## src/rtl/microwave_pkg.sv

```systemverilog
// microwave_pkg: shared state encoding and parameter defaults for the microwave control unit.
package microwave_pkg;
    localparam logic [1:0] ST_IDLE  = 2'd0;
    localparam logic [1:0] ST_COOK  = 2'd1;
    localparam logic [1:0] ST_PAUSE = 2'd2;
    localparam logic [1:0] ST_DONE  = 2'd3;
    localparam int BEEP_CYCLES_DEF     = 8;
    localparam int DEBOUNCE_CYCLES_DEF = 4;
endpackage

```

## src/rtl/microwave_control_unit_if.sv

```systemverilog
// microwave_control_unit_if: control unit <-> countdown timer bundle.
interface microwave_control_unit_if;
    logic       keypad_valid;
    logic       timer_zero;
    logic       mag_on;
    logic       timer_load;
    logic       timer_clr_n;
    logic       done_beep;
    logic [1:0] state;
    modport master (input keypad_valid, timer_zero, output mag_on, timer_load, timer_clr_n, done_beep, state);
    modport slave  (output keypad_valid, timer_zero, input mag_on, timer_load, timer_clr_n, done_beep, state);
endinterface

```

## src/rtl/microwave_control_unit_button_conditioner.sv

```systemverilog
// button_conditioner: synchronizer, optional debouncer (CTRL_DEBOUNCE_EN) and press detector for one button.
module button_conditioner
    import microwave_pkg::*;
#(
    parameter int DEBOUNCE_CYCLES = DEBOUNCE_CYCLES_DEF
) (
    input  logic clk,
    input  logic clearn,
    input  logic btn_n,
    output logic press
);
    logic s1, lvl, prev;
    if (DEBOUNCE_CYCLES < 1) begin : g_bad_debounce
        $error("DEBOUNCE_CYCLES must be at least 1");
    end
    always_ff @(posedge clk or negedge clearn) begin
        if (!clearn) begin
            s1   <= 1'b1;
            prev <= 1'b1;
        end else begin
            s1   <= btn_n;
            prev <= lvl;
        end
    end
`ifdef CTRL_DEBOUNCE_EN
    localparam int CW = $clog2(DEBOUNCE_CYCLES + 1);
    logic [CW-1:0] cnt;
    // lvl doubles as the second synchronizer flop; it only moves after a full run of differing samples
    always_ff @(posedge clk or negedge clearn) begin
        if (!clearn) begin
            lvl <= 1'b1;
            cnt <= '0;
        end else if (s1 == lvl) begin
            cnt <= '0;
        end else if (cnt == CW'(DEBOUNCE_CYCLES - 1)) begin
            lvl <= s1;
            cnt <= '0;
        end else begin
            cnt <= cnt + CW'(1);
        end
    end
`else
    always_ff @(posedge clk or negedge clearn) begin
        if (!clearn) lvl <= 1'b1;
        else         lvl <= s1;
    end
`endif
    assign press = prev & ~lvl;
endmodule

```

## src/rtl/microwave_control_unit.sv

```systemverilog
// microwave_control_unit: oven control FSM driving the countdown timer, magnetron and beeper.
// Optional button debouncing via CTRL_DEBOUNCE_EN.
module microwave_control_unit
    import microwave_pkg::*;
#(
    parameter int BEEP_CYCLES     = BEEP_CYCLES_DEF,
    parameter int DEBOUNCE_CYCLES = DEBOUNCE_CYCLES_DEF
) (
    input  logic                       clk,
    input  logic                       clearn,
    input  logic                       startn,
    input  logic                       stopn,
    input  logic                       door_closed,
    microwave_control_unit_if.master   tif
);
    localparam int BW = $clog2(BEEP_CYCLES + 1);
    if (BEEP_CYCLES < 1) begin : g_bad_beep
        $error("BEEP_CYCLES must be at least 1");
    end
    logic start_press, stop_press, start_go;
    logic d1, door;
    logic [1:0] nxt;
    logic nload, nclr;
    logic [BW-1:0] beep_cnt, ncnt;
    button_conditioner #(.DEBOUNCE_CYCLES(DEBOUNCE_CYCLES)) u_start (
        .clk(clk), .clearn(clearn), .btn_n(startn), .press(start_press)
    );
    button_conditioner #(.DEBOUNCE_CYCLES(DEBOUNCE_CYCLES)) u_stop (
        .clk(clk), .clearn(clearn), .btn_n(stopn), .press(stop_press)
    );
    always_ff @(posedge clk or negedge clearn) begin
        if (!clearn) begin
            d1   <= 1'b0;
            door <= 1'b0;
        end else begin
            d1   <= door_closed;
            door <= d1;
        end
    end
    assign start_go = start_press & ~stop_press;
    always_comb begin
        nxt   = tif.state;
        nload = 1'b0;
        nclr  = 1'b1;
        ncnt  = beep_cnt;
        case (tif.state)
            ST_IDLE: begin
                nload = tif.keypad_valid;
                nclr  = ~stop_press;
                nxt   = (start_go && door && !tif.timer_zero) ? ST_COOK : ST_IDLE;
            end
            ST_COOK: nxt = tif.timer_zero ? ST_DONE : (!door || stop_press) ? ST_PAUSE : ST_COOK;
            ST_PAUSE: begin
                nclr = ~stop_press;
                nxt  = stop_press ? ST_IDLE : (start_go && door) ? ST_COOK : ST_PAUSE;
            end
            default: begin
                nxt  = (start_press || stop_press || beep_cnt == BW'(BEEP_CYCLES - 1)) ? ST_IDLE : ST_DONE;
                ncnt = (nxt == ST_DONE) ? beep_cnt + BW'(1) : '0;
            end
        endcase
        if (nxt == ST_DONE && tif.state != ST_DONE) ncnt = '0;
    end
    always_ff @(posedge clk or negedge clearn) begin
        if (!clearn) begin
            tif.state       <= ST_IDLE;
            tif.mag_on      <= 1'b0;
            tif.timer_load  <= 1'b0;
            tif.timer_clr_n <= 1'b1;
            tif.done_beep   <= 1'b0;
            beep_cnt        <= '0;
        end else begin
            tif.state       <= nxt;
            tif.mag_on      <= nxt == ST_COOK;
            tif.timer_load  <= nload;
            tif.timer_clr_n <= nclr;
            tif.done_beep   <= nxt == ST_DONE;
            beep_cnt        <= ncnt;
        end
    end
endmodule

```

## src/flat_wrapper.sv

```systemverilog
// flat-port wrapper written by rule: the top's interface ports become plain ports
module microwave_control_unit_flat import microwave_pkg::*;
#(
    parameter int BEEP_CYCLES     = BEEP_CYCLES_DEF,
    parameter int DEBOUNCE_CYCLES = DEBOUNCE_CYCLES_DEF
)
  (clk, clearn, startn, stopn, door_closed, tif_keypad_valid, tif_timer_zero, tif_mag_on, tif_timer_load, tif_timer_clr_n, tif_done_beep, tif_state);
  microwave_control_unit_if tif_i ();
  input  logic clk;
  input  logic clearn;
  input  logic startn;
  input  logic stopn;
  input  logic door_closed;
  input wire logic [$bits(tif_i.keypad_valid)-1:0] tif_keypad_valid;
  input wire logic [$bits(tif_i.timer_zero)-1:0] tif_timer_zero;
  output wire logic [$bits(tif_i.mag_on)-1:0] tif_mag_on;
  output wire logic [$bits(tif_i.timer_load)-1:0] tif_timer_load;
  output wire logic [$bits(tif_i.timer_clr_n)-1:0] tif_timer_clr_n;
  output wire logic [$bits(tif_i.done_beep)-1:0] tif_done_beep;
  output wire logic [$bits(tif_i.state)-1:0] tif_state;
  assign tif_i.keypad_valid = tif_keypad_valid;
  assign tif_i.timer_zero = tif_timer_zero;
  assign tif_mag_on = tif_i.mag_on;
  assign tif_timer_load = tif_i.timer_load;
  assign tif_timer_clr_n = tif_i.timer_clr_n;
  assign tif_done_beep = tif_i.done_beep;
  assign tif_state = tif_i.state;
  microwave_control_unit #(.BEEP_CYCLES(BEEP_CYCLES), .DEBOUNCE_CYCLES(DEBOUNCE_CYCLES)) u_core (.clk(clk), .clearn(clearn), .startn(startn), .stopn(stopn), .door_closed(door_closed), .tif(tif_i));
endmodule
```

## config.mk

```make
export PLATFORM = sky130hd
export DESIGN_NAME = microwave_control_unit_flat
export DESIGN_NICKNAME = d
export VERILOG_FILES = /design/src/rtl/microwave_pkg.sv /design/src/rtl/microwave_control_unit_if.sv /design/src/rtl/microwave_control_unit_button_conditioner.sv /design/src/rtl/microwave_control_unit.sv /design/src/flat_wrapper.sv
export SDC_FILE = /design/constraint.sdc
export NUM_CORES = 1
export LEC_CHECK = 0
export ABC_AREA = 1
export BUFFER_PORTS_ARGS = -buffer_cell sky130_fd_sc_hd__buf_4
export CORE_UTILIZATION = 38
export CTS_BUF_LIST = sky130_fd_sc_hd__clkbuf_2
export DETAILED_ROUTE_END_ITERATION = 10
export HOLD_SLACK_MARGIN = 0.06
export REMOVE_ABC_BUFFERS = 1
export SYNTH_ARGS = -nofsm -noshare
export SYNTH_HDL_FRONTEND = slang
export SYNTH_HIERARCHICAL = 1
export SYNTH_SLANG_ARGS = --single-unit
```

## constraint.sdc

```tcl
create_clock -name clk -period 2.81 [get_ports clk]
set_input_delay 0 -clock clk [delete_from_list [all_inputs] [get_ports clk]]
set_output_delay 0 -clock clk [all_outputs]
set_load 0.05 [all_outputs]
```

* Word-level counts from Yosys, hierarchy flattened
Index checks and enable logic that the tools add are counted.
** Storage, ports and cells
- Register bits :: 18
- Output and inout port bits :: 6
- Logic and storage cells :: 52
- Bits of input ports :: 7
** Operators by class
- Eq/ne operators :: 8
- Bitwise gates (word level) :: 6
- Reductions and logical operators :: 11
- Multiplexer cells :: 12
- $add $sub $neg :: 1
** Operators by type and width (count)
- $mux 4 :: 3
- $mux 2 :: 5
- $eq 2x2->1 const B :: 3
- $pmux 2 s3 :: 1
- $add 4x1->4 const B :: 1
- $eq 2x1->1 const B :: 2
- $eq 4x3->1 const B :: 1
- $and 1x1->1 :: 3
- $logic_and 1x1->1 :: 3
- $logic_or 1x1->1 :: 3
- $mux 1 :: 3
- $not 1->1 :: 3
- $reduce_or 3->1 :: 1
- $logic_not 1->1 :: 2
- $logic_not 2->1 :: 1
- $ne 2x1->1 const B :: 1
- $ne 2x2->1 const B :: 1
- $reduce_or 2->1 :: 1

* Depth between registers and ports, before layout
Gate-level depths: netlist of the first run.
- Depth in word-level cells :: 11
- Depth in mapped cells :: 10
- Depth with buffers taken out :: 10

* Modules after synthesis
The synthesis of the first run kept the hierarchy.
** By module, submodules not included
- microwave_control_unit :: cells an instance 63, seq. area each 301.5 um^2, times used 1, area each 559.3 um^2
- button_conditioner :: cells an instance 5, seq. area each 78.8 um^2, times used 2, area each 88.8 um^2

* Worst setup path after synthesis of the first run
OpenSTA, ideal clock, no wires.
- Path kind :: register -> register
- Start :: register u_core.tif.state[1]
- End :: register u_core.beep_cnt[0]
- Path buffers :: 0
- Period minus slack after synthesis :: 1.362 ns
- Setup time :: 0.118 ns
- Required time :: 2.692 ns
- Setup slack :: 1.448 ns
- Data arrival time :: 1.244 ns
- Cell stages (with the launch flop) :: 8
- Cell sequence :: dfrtp_1 -> inv_1 -> a21oi_1 -> nand2_1 -> nand2_2 -> nand3_4 -> nand3_1 -> nand2_1
** On the way
- Word-level cells in the longest chain between the ends :: 5
- Elaborated cells between the ends (all ways) :: 10
- Those cells by class :: eq/ne (5); mux (2); reduce/logical (3)
** Ends and longest elaborated chain
- start, declared :: line microwave_control_unit_if.sv:10 : modport master (input keypad_valid, timer_zero, output mag_on, timer_load, timer_clr_n, done_beep, state);
- start signal, assigned :: line microwave_control_unit.sv:73 : tif.state <= nxt;
- $eq 2x2->1 (tied with other cells) :: line microwave_control_unit.sv:46 : case (tif.state)
- $pmux 2 s3 :: line microwave_control_unit.sv:46
- $eq 2x2->1 :: line microwave_control_unit.sv:62 : if (nxt == ST_DONE && tif.state != ST_DONE) ncnt = '0;
- $logic_and 1x1->1 :: line microwave_control_unit.sv:62
- $ne 2x1->1 (no line) or $mux 4 (tied branches)
- end signal, assigned :: line microwave_control_unit.sv:78 : beep_cnt <= ncnt;
- end, declared :: line microwave_control_unit.sv:24 : logic [BW-1:0] beep_cnt, ncnt;
Several ways; a longest one is shown, not always the timed one.
A chain may end at the register's enable or synchronous reset.

* Final worst setup path of the first run
- Start :: register u_core.u_stop.prev
- End :: register u_core.beep_cnt[0]
** On the way
- Word-level cells in the longest chain between the ends :: 10
- Elaborated cells between the ends (all ways) :: 22
- Those cells by class :: eq/ne (3); mux (10); bitwise (3); reduce/logical (6)
** Ends and longest elaborated chain
- start, declared :: line microwave_control_unit_button_conditioner.sv:12 : logic s1, lvl, prev;
- start signal, assigned :: line microwave_control_unit_button_conditioner.sv:22 : prev <= lvl;
- $and 1x1->1 (*) :: line microwave_control_unit_button_conditioner.sv:48 : assign press = prev & ~lvl;
- net u_core.stop_press :: line microwave_control_unit.sv:20 : logic start_press, stop_press, start_go;
- $not 1->1 :: line microwave_control_unit.sv:40 : assign start_go = start_press & ~stop_press;
- $and 1x1->1 :: line microwave_control_unit.sv:40
- $logic_and 1x1->1 :: line microwave_control_unit.sv:50, microwave_control_unit.sv:55
- $mux 2 or $logic_and 1x1->1 (tied branches) :: line microwave_control_unit.sv:55, microwave_control_unit.sv:50
- $mux 2 or $mux 1 (tied branches) :: line microwave_control_unit.sv:55, microwave_control_unit.sv:50
- $pmux 2 s3 :: line microwave_control_unit.sv:46
- $eq 2x2->1 :: line microwave_control_unit.sv:62
- $logic_and 1x1->1 :: line microwave_control_unit.sv:62
- $ne 2x1->1 (no line) or $mux 4 (tied branches)
Mark *: on every way through the listed nets, which the timed path passes. The rest lies on a longest branch. The select of a mux whose other input is x is not followed.

==> flow_summary.ini, run 1 <==
[hold_path]
hold_path_class = in -> async

[setup_path]
crit_slowest_cell = dfstp_2
critical_path_class = reg -> reg
crit_fanout = 5
start_kind = flip-flop
arrival_ns = 1.62
worst-path-buf-inv = 2
crit_path_end_kind = flip-flop
slowest_delay_ns = 0.54
crit_chain = inv_1, nor2_2, inv_1, nand3_1, nand2_1, nand2_4, nand3_4, nand3_1, nand2_1
r2r_start = u_core/u_stop/prev
startpoint = u_core/u_stop/prev
cp_data_required_time_ns = 3.01
path_delay_family = simple AND/OR/NAND/NOR gates

[timing]
finalCritPeriodShare = 0.504
finalSetupViolCount = 0
maxSlewHeadroom = 0.832
min_period_ns = 1.42
fmax_mhz = 706
hold_viol = 0
worst_slew_pin_slew_ns = 0.251
fin_skew_ns = 0.0165
rsz0062_at_grt = no
drv_slew = 0
fin_tns_setup_ns = 0

[placement]
port_buffers = 12
post-dp-hpwl_um = 780
routabilityCongestion = 0.785
dpl-instance-area_um2 = 858

[cts]
cts_buffer_depth = 2
clock_latency_ns = 0.28
clk_pin_slew_worst_paths_ns = 0.17
clock_sinks = 18
cts_resized = 0
htreeDepth = 1
root_buffer = clkbuf_2
cts_made_buffers = 3
cts_tree = done

[detailed_routing]
first_iter_violations = 4
routedWlPerCell_um = 9.33
via_count = 516
ant_nets = 0
drtPass1Iterations = 4
drt-vias-per-instance = 4.34
drc = 0
wl_um = 1110

[die]
die_h_um = 46.0
io_pins = 13
start_util = 0.418
die_w_um = 46.0
dieArea_um2 = 2120
core_area_um2 = 1760
rows = 15

[finish]
num_antenna_cells = 0
fin_area_um2 = 928
final_cell_mix = 17 x nand2_1, 12 x buf_4, 11 x inv_1, 11 x dfrtp_1
multi_input_area_um2 = 236
layout.nets = 103
final_common_cell = nand2_1
drive_gt1_frac = 0.351
area_growth_pct = 26.0
n_fill_cell = 170
regArea_um2 = 459

[synth]
synthCells = 73
ys_seq_elements = 18
async_reset_ff_frac = 1.00
ys.flop_type = dfrtp_1
yosysUniqueCellTypes = 16
synth-edff-count = 0
ys_warn_count = 6
netlist_area_um2 = 737
synth.avg_cell_area_um2 = 10.1
yosysSeqAreaShare = 0.623

[pwr]
p_total_mw = 0.789
leakagePower_nw = 0.493
powerDensity_nw_per_um2 = 850
max-vdd-ir-drop_uv = 350

[grt]
grt_pass1_vias = 465
grt_start_max_net_pins = 19
antenna_found_initial = 0
grt.overflow.total = 0
grtUsageTotal = 0.132
grt_pass1_wl_um = 1900

[run]
cap_violations = 0

[outcome]
status = finished clean
## layer usage
metal | global-route usage | vias up | wire length (um)
met4 | 0.0824 | 0 | 10
met5 | 0 | - | 0
met2 | 0.186 | 13 | 493
met1 | 0.175 | 237 | 551
li1 | - | 264 | -
met3 | 0.0397 | 2 | 54
## where the power goes
group | leakage (nW) | total [mW] | internal, mW | switching, mW
clock | 0.0166 | 0.110 | 0.0377 | 0.0718
sequential | 0.217 | 0.377 | 0.322 | 0.0556
combinational | 0.260 | 0.302 | 0.105 | 0.197
total | 0.493 | 0.789 | 0.465 | 0.324
## area by class of cell
type	count	area share
repair buffers	17	0.151
flip-flops and latches	18	0.495
multi-input cells	44	0.255
well taps	25	0.0337
clock buffers	4	0.0216
inverters	11	0.0445
## kinds of logic (layout without fill, tap and decap cells)
| logic type | Yosys count | in the layout | synth area share |
|---|---|---|---|
| fa+ha+maj | 1 | 1 | 0.0170 |
| xor+xnor | 1 | 1 | 0.0119 |
| buf+inv | 11 | 32 | 0.0560 |
| compound gates | 2 | 2 | 0.0187 |
| flops | 18 | 18 | 0.623 |
| simple gates | 40 | 40 | 0.273 |
## worst reg2reg max path, stage by stage (launching register included)
cell	delay, ns
dfstp_2	0.54
inv_1	0.04
nor2_2	0.16
inv_1	0.10
nand3_1	0.10
nand2_1	0.09
nand2_4	0.09
nand3_4	0.09
nand3_1	0.08
nand2_1	0.05
## cell usage after synthesis, types with 2 or more instances
master	n	area, um^2
nand2_1	17	63.8
dfrtp_1	11	275
nor2_2	2	12.5
inv_1	11	41.3
nand3_1	7	35.0
nand2_2	3	18.8
or2_2	2	12.5
nor2_1	6	22.5
dfstp_2	7	184
## flip-flops by register name, indices dropped and copies added, names as in the netlist
signal / cells
u_core/tif.mag_on: 1
u_core/tif.timer_clr_n: 1
u_core/beep_cnt: 4
u_core/u_start/prev: 1
u_core/u_start/s1: 1
u_core/u_start/lvl: 1
u_core/d1: 1
u_core/tif.timer_load: 1
u_core/tif.done_beep: 1
u_core/u_stop/s1: 1
u_core/tif.state: 2
u_core/door: 1
u_core/u_stop/prev: 1
u_core/u_stop/lvl: 1
## worst paths after layout
check	to	slack [ns]	cells after the start
max reg2reg	u_core/beep_cnt[0]	1.39	9
min	u_core/tif.timer_load	0.09	2
min in group clk	u_core/tif.mag_on	0.11	6
max in group asynchronous	u_core/u_start/prev	2.45	2
max	u_core/beep_cnt[0]	1.39	9
min reg2reg	u_core/u_start/lvl	0.37	0
## through the flow
stage | utilization | setup WS, ns | instances | hold slack (ns)
final | 0.526 | 1.39 | 119 | 0.0864
after global routing | 0.526 | 1.31 | 119 | 0.0962
after CTS | 0.526 | 1.40 | 119 | 0.0750
after global placement | 0.487 | 1.43 | 110 | -0.125
after floorplan | - | 1.45 | 73 | -0.296
after detailed placement | 0.487 | 1.39 | 110 | -0.122
## timing repair
item | CTS | global route
hold buffers | 5 | 0
setup buffers | 0 | 0
hold endpoints to repair | 22 | 0
(Power assumes the default switching activity.)
==> inputs of run 2 (changes only) <==
- clock period: 2.81 -> 1.2 ns (I/O delays scaled with it)
==> run 2 against run 1 <==
Effect of this change:
- the flow now finishes with violations (negative setup slack)
- register-to-register slack got worse by 1.6 ns
- maximum frequency is 4.2% higher
- clock power increased by 120%
- die area is the same
- global-route usage rose by 1.5 points
- critical path depth is the same
- worst setup slack got worse by 1.6 ns
- cell area rose by 9.7%
- cell count up 4.2%
- wire length grew 19%
==> flow_summary.ini, run 2 (synthesized netlist as in run 1, its figures left out) <==
[setup_path]
startpoint = u_core/u_stop/lvl
crit_chain = nor2_4, nor2_2, nand2_1, nand2_2, nand2_4, buf_4, buf_6, nand2_2, inv_1
crit_slowest_cell = dfstp_2
worstReg2RegEnd = u_core/tif.state[1]
ff2ff_setup_slack_ns = -0.16
crit_path_end = u_core/tif.state[1]
start_kind = flip-flop
slowest_delay_ns = 0.59
crit_fanout = 4
worst-r2r-cell-count = 9
cp.depth = 9
crit_path_end_kind = flip-flop
r2r_start = u_core/u_stop/lvl
arrival_ns = 1.56
worst-path-buf-inv = 3
path_delay_family = flip-flops
cpMostUsedCell = nand2_2
critical_path_class = reg -> reg
cp_data_required_time_ns = 1.40

[cts]
cts_made_buffers = 3
root_buffer = clkbuf_2
clock_latency_ns = 0.29
cts_tree = done
clock_sinks = 18
htreeDepth = 1
cts_buffer_depth = 2
clk_pin_slew_worst_paths_ns = 0.16

[detailed_routing]
via_count = 550
first_iter_violations = 3
drc = 0
drtPass1Iterations = 3
routedWlPerCell_um = 10.7
drt-vias-per-instance = 4.44
wl_um = 1330
ant_nets = 0

[hold_path]
hold_path_class = in -> async

[timing]
worst_slew_pin_slew_ns = 0.259
finalCritPeriodShare = 1.13
fin_tns_setup_ns = -1.04
drv_slew = 0
fin_skew_ns = 0.00399
finalSetupViolCount = 8
rsz0062_at_grt = yes
hold_viol = 0
setup_ws_ns = -0.160
min_period_ns = 1.36
fmax_mhz = 735
maxSlewHeadroom = 0.827

[grt]
grt_pass1_vias = 517
grt_pass1_wl_um = 2100
grtUsageTotal = 0.146
grt_start_max_net_pins = 19
antenna_found_initial = 0
grt.overflow.total = 0

[pwr]
internal_power_mw = 1.19
max-vdd-ir-drop_uv = 1020
powerDensity_nw_per_um2 = 1990
combPwrFrac = 0.445
p_clk_frac = 0.121
p_sw_mw = 0.837
switching_share = 0.413
sequentialPowerShare = 0.434
leakagePower_nw = 0.520

[finish]
regMostFlops = u_core/beep_cnt
layout.nets = 108
largest_reg_flops = 4
n_fill_cell = 183
drive_gt1_frac = 0.515
num_antenna_cells = 0
multi_input_area_um2 = 287
reg_top3 = u_core/beep_cnt (4), u_core/tif.state (2)
area_growth_pct = 38.2
final_cell_mix = 16 x buf_4, 14 x nand2_1, 11 x dfrtp_1
final_common_cell = buf_4
fin_area_um2 = 1020
final_cells = 124
regArea_um2 = 459

[die]
io_pins = 13
core_area_um2 = 1760
die_h_um = 46.0
die_w_um = 46.0
dieArea_um2 = 2120
start_util = 0.418
rows = 15

[placement]
post-dp-hpwl_um = 802
dpl-instance-area_um2 = 888
placedCellCount = 114
port_buffers = 12
routabilityCongestion = 0.783
place_ws_ns = -0.166

[run]
cap_violations = 0

[outcome]
status = complete, but fails checks
failed_checks = negative setup slack
## run 2: layout make-up
type	instances	share of cell area
Multi-Input combinational cell	44	0.281
Timing Repair Buffer	22	0.178
Inverter	11	0.0405
Clock inverter	1	0.00369
Clock buffer	3	0.0147
Sequential cell	18	0.451
Tap cell	25	0.0307
## run 2: timing repair
item / 4_1_cts / 5_1_grt
endpoints found under the hold margin: 22 / 0
setup buffers: 0 / 1
endpoints found under the setup margin: 8 / 8
pin swaps: 5 / 11
hold buffers: 5 / 0
resized for setup: 12 / 5
## run 2: how the worst min path moves through the flow
stage / endpoint / slack (ns) / cells past startpoint
3_5_place_dp: u_core/tif.timer_load / -0.12 / 1
6_report: u_core/door / 0.09 / 2
4_1_cts: u_core/tif.timer_load / 0.07 / 2
2_1_floorplan: u_core/beep_cnt[0] / -0.30 / 0
5_1_grt: u_core/d1 / 0.09 / 2
3_3_place_gp: u_core/tif.timer_load / -0.12 / 1
## run 2: routing by layer
metal	vias to the layer above	part of all wire	global-route usage
li1	274	-	-
met1	263	0.42	0.168
met2	11	0.53	0.242
met3	2	0.031	0.0357
met4	0	0.016	0.0882
met5	-	0	0
## run 2: through the flow
step | utilization | power, mW | hold slack, ns
2_1_floorplan | - | 1.39 | -0.296
3_3_place_gp | 0.504 | 1.65 | -0.125
3_5_place_dp | 0.504 | 1.67 | -0.122
4_1_cts | 0.565 | 1.99 | 0.0745
5_1_grt | 0.577 | 2.16 | 0.0929
6_report | 0.577 | 2.03 | 0.0921
## run 2: power groups by stage
| stage | sequential, mW | clock (mW) | combinational (mW) |
|---|---|---|---|
| CTS | 0.875 | 0.263 | 0.856 |
| global route | 0.897 | 0.283 | 0.979 |
| detailed placement | 0.881 | 0 | 0.784 |
| floorplan | 1.09 | 0 | 0.300 |
| global placement | 0.877 | 0 | 0.776 |
| finish | 0.880 | 0.244 | 0.903 |
